<file path="src/rtl/id_ex_stage.sv">
// ID/EX pipeline register with execute-stage operand muxing, EX/MEM and MEM/WB
// forwarding, and load-use hazard detection (flush > hold > stall bubble > capture).
module id_ex_stage #(
  parameter int CTRL_W = 8
) (
  input  logic              clk,
  input  logic              rst_n,
  input  logic              id_valid,
  input  logic [31:0]       id_pc,
  input  logic [31:0]       id_rs1_data,
  input  logic [31:0]       id_rs2_data,
  input  logic [31:0]       id_imm,
  input  logic [4:0]        id_rs1,
  input  logic [4:0]        id_rs2,
  input  logic [4:0]        id_rd,
  input  logic [2:0]        id_alu_control,
  input  logic [1:0]        id_alu_src_a,
  input  logic              id_alu_src_b,
  input  logic              id_mem_read,
  input  logic [CTRL_W-1:0] id_ctrl,
  input  logic              flush,
  input  logic              hold,
  input  logic              ex_mem_reg_write,
  input  logic [4:0]        ex_mem_rd,
  input  logic [31:0]       ex_mem_result,
  input  logic              mem_wb_reg_write,
  input  logic [4:0]        mem_wb_rd,
  input  logic [31:0]       mem_wb_result,
  output logic [31:0]       alu_inp1,
  output logic [31:0]       alu_inp2,
  output logic [2:0]        alu_control,
  output logic              ex_valid,
  output logic [31:0]       ex_pc,
  output logic [31:0]       ex_imm,
  output logic [31:0]       ex_store_data,
  output logic [4:0]        ex_rd,
  output logic              ex_mem_read,
  output logic [CTRL_W-1:0] ex_ctrl,
  output logic              load_use_stall
);

  localparam int DATA_W = 32;

  typedef struct packed {
    logic              valid;
    logic [DATA_W-1:0] pc;
    logic [DATA_W-1:0] rs1_data;
    logic [DATA_W-1:0] rs2_data;
    logic [DATA_W-1:0] imm;
    logic [4:0]        rs1;
    logic [4:0]        rs2;
    logic [4:0]        rd;
    logic [2:0]        alu_control;
    logic [1:0]        alu_src_a;
    logic              alu_src_b;
    logic              mem_read;
    logic [CTRL_W-1:0] ctrl;
  } ex_state_t;

  ex_state_t ex_q, ex_d;
  logic [DATA_W-1:0] rs1_fwd, rs2_fwd;

  // EX/MEM has the younger result, so it takes priority; x0 is never forwarded.
  function automatic logic [DATA_W-1:0] fwd_sel(
    input logic [4:0]        rs,
    input logic [DATA_W-1:0] reg_data,
    input logic              em_we,
    input logic [4:0]        em_rd,
    input logic [DATA_W-1:0] em_res,
    input logic              mw_we,
    input logic [4:0]        mw_rd,
    input logic [DATA_W-1:0] mw_res
  );
    if (em_we && (em_rd != 5'd0) && (em_rd == rs))
      return em_res;
    else if (mw_we && (mw_rd != 5'd0) && (mw_rd == rs))
      return mw_res;
    else
      return reg_data;
  endfunction

  assign load_use_stall = ex_q.valid & ex_q.mem_read & id_valid & (ex_q.rd != 5'd0) &
                          ((ex_q.rd == id_rs1) | (ex_q.rd == id_rs2));

  always_comb begin
    ex_d = ex_q;
    if (flush) begin
      ex_d = '0;
    end else if (hold) begin
      ex_d = ex_q;
    end else if (load_use_stall) begin
      ex_d = '0;
    end else begin
      ex_d.valid       = id_valid;
      ex_d.pc          = id_pc;
      ex_d.rs1_data    = id_rs1_data;
      ex_d.rs2_data    = id_rs2_data;
      ex_d.imm         = id_imm;
      ex_d.rs1         = id_rs1;
      ex_d.rs2         = id_rs2;
      ex_d.rd          = id_rd;
      ex_d.alu_control = id_alu_control;
      ex_d.alu_src_a   = id_alu_src_a;
      ex_d.alu_src_b   = id_alu_src_b;
      ex_d.mem_read    = id_mem_read;
      ex_d.ctrl        = id_ctrl;
    end
  end

  // ID -> EX register boundary
  always_ff @(posedge clk or negedge rst_n) begin
    if (!rst_n) ex_q <= '0;
    else        ex_q <= ex_d;
  end

  always_comb begin
    rs1_fwd = fwd_sel(ex_q.rs1, ex_q.rs1_data, ex_mem_reg_write, ex_mem_rd, ex_mem_result,
                      mem_wb_reg_write, mem_wb_rd, mem_wb_result);
    rs2_fwd = fwd_sel(ex_q.rs2, ex_q.rs2_data, ex_mem_reg_write, ex_mem_rd, ex_mem_result,
                      mem_wb_reg_write, mem_wb_rd, mem_wb_result);
  end

  always_comb begin
    alu_inp1 = '0;
    case (ex_q.alu_src_a)
      2'b00:   alu_inp1 = rs1_fwd;
      2'b01:   alu_inp1 = ex_q.pc;
      default: alu_inp1 = '0;
    endcase
  end

  assign alu_inp2      = ex_q.alu_src_b ? ex_q.imm : rs2_fwd;
  assign ex_store_data = rs2_fwd;
  assign alu_control   = ex_q.alu_control;
  assign ex_valid      = ex_q.valid;
  assign ex_pc         = ex_q.pc;
  assign ex_imm        = ex_q.imm;
  assign ex_rd         = ex_q.rd;
  assign ex_mem_read   = ex_q.mem_read;
  assign ex_ctrl       = ex_q.ctrl;

endmodule
</file>
<file path="config.mk">
export PLATFORM = sky130hd
export DESIGN_NAME = id_ex_stage
export DESIGN_NICKNAME = d
export VERILOG_FILES = /design/src/rtl/id_ex_stage.sv
export SDC_FILE = /design/constraint.sdc
export NUM_CORES = 1
export LEC_CHECK = 0
export CAP_MARGIN = 20
export CORE_AREA = 2 2 161 163
export CTS_BUF_LIST = sky130_fd_sc_hd__clkbuf_2 sky130_fd_sc_hd__clkbuf_4 sky130_fd_sc_hd__clkbuf_8
export CTS_CLUSTER_SIZE = 20
export DETAILED_ROUTE_END_ITERATION = 8
export DIE_AREA = 0 0 163 165
export HOLD_SLACK_MARGIN = 0.06
export PLACE_DENSITY = 0.88
export SLEW_MARGIN = 20
export SYNTH_ARGS = -nofsm -noshare
export SYNTH_HDL_FRONTEND = slang
export SYNTH_SLANG_ARGS = --single-unit
</file>
<file path="constraint.sdc">
create_clock -name clk -period 6.8 [get_ports clk]
set_input_delay 2.04 -clock clk [delete_from_list [all_inputs] [get_ports clk]]
set_output_delay 2.04 -clock clk [all_outputs]
set_load 0.02 [all_outputs]
</file>
==> impl_metrics.tcl <==
set metrics [dict create \
    ys_seq_elements 159 \
    netlist_instances 1237 \
    cts-root-buf "clkbuf_8" \
    place_hpwl_um 30600 \
    post-route-util_pct 61.9 \
    grt_max_degree 208 \
    reg2reg_from "ex_rd[1]" \
    critPathCaptureType "output pin" \
    seq_area_frac_synth_pct 36.8 \
    grt-ovfl-total 0 \
    slew_headroom_pct 28.5 \
    cp.required_ns 4.76 \
    core_area_um2 25000 \
    ioPinCount 418 \
    skew_ns 0.0183 \
    status "finished, final reports clean" \
    die_h_um 165 \
    crit_start "mem_wb_rd[2]" \
    hold_buffers 0 \
    vias 11100 \
    synth_compound_area_share_pct 24.7 \
    synth.distinct_cells 37 \
    r2r_setup_slack_ns 4.29 \
    p_per_area_nw_per_um2 173 \
    fin_crit_ns 6.76 \
    drtPass1Iterations 7 \
    tns_ns 0 \
    synthMuxAreaShare_pct 3.34 \
    grt_pass1_vias 10500 \
    final_nets 1752 \
    drc_errors 0 \
    criticalPathCategory "input pin to output pin" \
    peakVddDrop_mv 0.116 \
    start_util_pct 43.1 \
    gp_congestion 0.990 \
    critPathArrivalTime_ns 4.72 \
    fin_crit_sh_pct 99.4 \
    viasPerCell 5.98 \
    rsz0062_at_grt "yes" \
    h-tree-depth 4 \
    hp-class "flop to flop" \
    ys_warn_count 0 \
    tritoncts "yes" \
    yosys-top-cells-area "dfrtp_1, o41ai_1, nand3b_1" \
    area_growth_pct 43.5 \
    cts_buffer_depth 2 \
    yosys.area_share.adder_pct 0 \
    synth_top_family_by_area "compound AO/OA/AOI/OAI gates" \
    synth_fp_nets 1476 \
    drt_wl_total_um 42600 \
    drt_iter0_drc 1295 \
    die_x_um 163 \
    tightest_slew_ns 1.07 \
    rows 58 \
    numPortBuffers 417 \
    leakage_nw 6.98 \
    crit_path_start_kind "input pin" \
    yosys.area_share.simple_pct 16.3 \
    reg2reg_depth 5 \
    drtAntennaViolNets 0 \
    finalMaxSlewViolations 0 \
    grt_usage_pct 30.8 \
    crit_path_end "ex_store_data[12]" \
    final-hold-violation-count 0 \
    finalSetupViolCount 0 \
    syn_area_um2 10800 \
    drive_above_1_share_pct 10.5 \
    die_area_um2 26900 \
    cp_max_fo 22 \
    cts.sinks 159 \
    maxCapViolations 0 \
    clkTransAtPathRegs_ns 0.09 \
    insertion_delay_ns 0.45 \
    grt_antenna_before_repair 6 \
    yosys.area.top_type "dfrtp_1" \
    netlist.area_leader.share_pct 36.8 \
    grt_pass1_wl_um 63500 \
    routedWlPerCell_um 22.9 \
    synth_xor_area_share_pct 2.43 \
    syn_avg_cell_area_um2 8.73 \
    cts_buffers 17 \
    fmax_mhz 148 \
    worst_r2r_endpoint "ex_q[83]" \
]
registers in the layout, indices dropped and copies added, names as in the netlist:
signal,cells
ex_pc,32
ex_mem_read,1
ex_ctrl,8
alu_control,3
ex_imm,32
ex_q,77
ex_rd,5
ex_valid,1
cell usage after synthesis:
master / number
buf_1: 9
a21oi_1: 1
nor2_1: 2
xnor2_1: 23
nand4b_1: 1
nor4_1: 33
and4_1: 2
a311oi_1: 31
o21ai_0: 33
or3_1: 2
mux2_2: 32
nor2b_1: 2
o2111ai_1: 1
o211a_1: 2
buf_4: 80
buf_2: 14
o41ai_1: 159
o211ai_2: 2
o21ai_1: 62
a21boi_0: 2
xor2_1: 7
or4_1: 2
nand3b_1: 147
o21a_1: 1
buf_6: 3
nand2_1: 45
a22o_1: 1
nor3_1: 2
inv_1: 160
nand4_1: 1
clkbuf_1: 117
or4_4: 1
a311o_1: 1
dfrtp_1: 159
a31oi_1: 32
nand3_1: 35
a21boi_1: 30
critical path, cell delays in order:
cell,delay (ns)
clkdlybuf4s50_1,0.49
or4_1,0.60
o211ai_2,0.23
buf_12,0.20
buf_4,0.14
o21ai_1,0.06
a31oi_2,0.27
clkdlybuf4s50_1,0.66
routing by layer:
metal  track usage (%)  routed length (um)  vias to the layer above
met5                 0                  42                        -
met4              11.9                1430                        6
met3              7.16                4010                       92
met2              48.3               19600                      604
met1              41.5               17600                     5368
li1                  -                   -                     5040
placed cells by master, fill, tap and decap left out, types with 2 or more instances in the layout:
cell	Yosys	layout
dlygate4sd2_1	0	21
xor2_1	7	7
inv_1	160	160
nand3_1	35	35
xnor2_1	23	23
inv_6	0	3
mux2_2	32	32
o21ai_0	33	33
nand2_1	45	45
dfrtp_1	159	158
o211a_2	0	2
buf_12	0	13
o41ai_1	159	159
a21boi_1	30	30
o21ai_1	62	62
or4_1	2	2
buf_6	3	2
a31oi_1	32	24
nor4_1	33	32
clkbuf_8	0	20
buf_4	80	57
diode_2	0	3
dlymetal6s2s_1	0	36
a311oi_1	31	31
a21boi_0	2	2
nor3_1	2	2
nand3b_1	147	147
clkinvlp_4	0	3
clkdlybuf4s50_1	0	347
clkbuf_4	0	2
a31oi_2	0	8
bufinv_16	0	4
layout make-up:
cell class / count / area [um2]
inverter: 160 / 601
tap: 330 / 413
clock inverter: 11 / 178
multi-input combinational: 695 / 5130
sequential: 159 / 3980
clock buffer: 21 / 277
timing repair buffer: 480 / 4910
fill: 2090 / 9540
antenna: 3 / 7.51
where the power goes:
group,internal [mW],switching [mW],leakage [nW]
Clock,0.433,0.395,0.221
Sequential,0.998,0.0516,2.11
Combinational,0.393,0.412,4.65
how the worst min path moves through the flow:
stage | startpoint | to | cells after the start
3_3_place_gp | ex_ctrl[1] | ex_ctrl[1] | 2
6_report | ex_ctrl[5] | ex_ctrl[5] | 2
2_1_floorplan | alu_control[0] | alu_control[0] | 2
5_1_grt | ex_ctrl[2] | ex_ctrl[2] | 2
3_5_place_dp | ex_ctrl[5] | ex_ctrl[5] | 2
4_1_cts | ex_ctrl[5] | ex_ctrl[5] | 2
through the flow:
stage | power [mW] | setup slack, ns | std cells | instance area [um2] | hold WS (ns)
6_report | 2.68 | 0.0440 | 1859 | 15500 | 0.483
3_3_place_gp | 1.86 | -0.183 | 1818 | 14800 | 0.454
4_1_cts | 2.69 | 0.00832 | 1853 | 15400 | 0.483
5_1_grt | 2.80 | -0.0868 | 1858 | 15500 | 0.508
3_5_place_dp | 1.87 | -0.178 | 1818 | 14800 | 0.462
2_1_floorplan | 1.45 | 0.900 | 1237 | 10800 | 0.444
cells by family after synthesis:
logic type      count (synthesis)
buf+inv                       383
xor+xnor                       30
flops                         159
compound gates                358
mux                            32
simple gates                  275
timing repair:
| item | 4_1_cts | 5_1_grt |
|---|---|---|
| setup endpoints to repair | 27 | 40 |
| pin swaps | 1 | 0 |
| buffers inserted | 2 | 2 |
| cloned | 1 | 0 |
| gates resized for setup | 32 | 36 |
| endpoints found under the hold margin | 0 | 0 |
No activity file was read; power rests on OpenSTA's default activity.
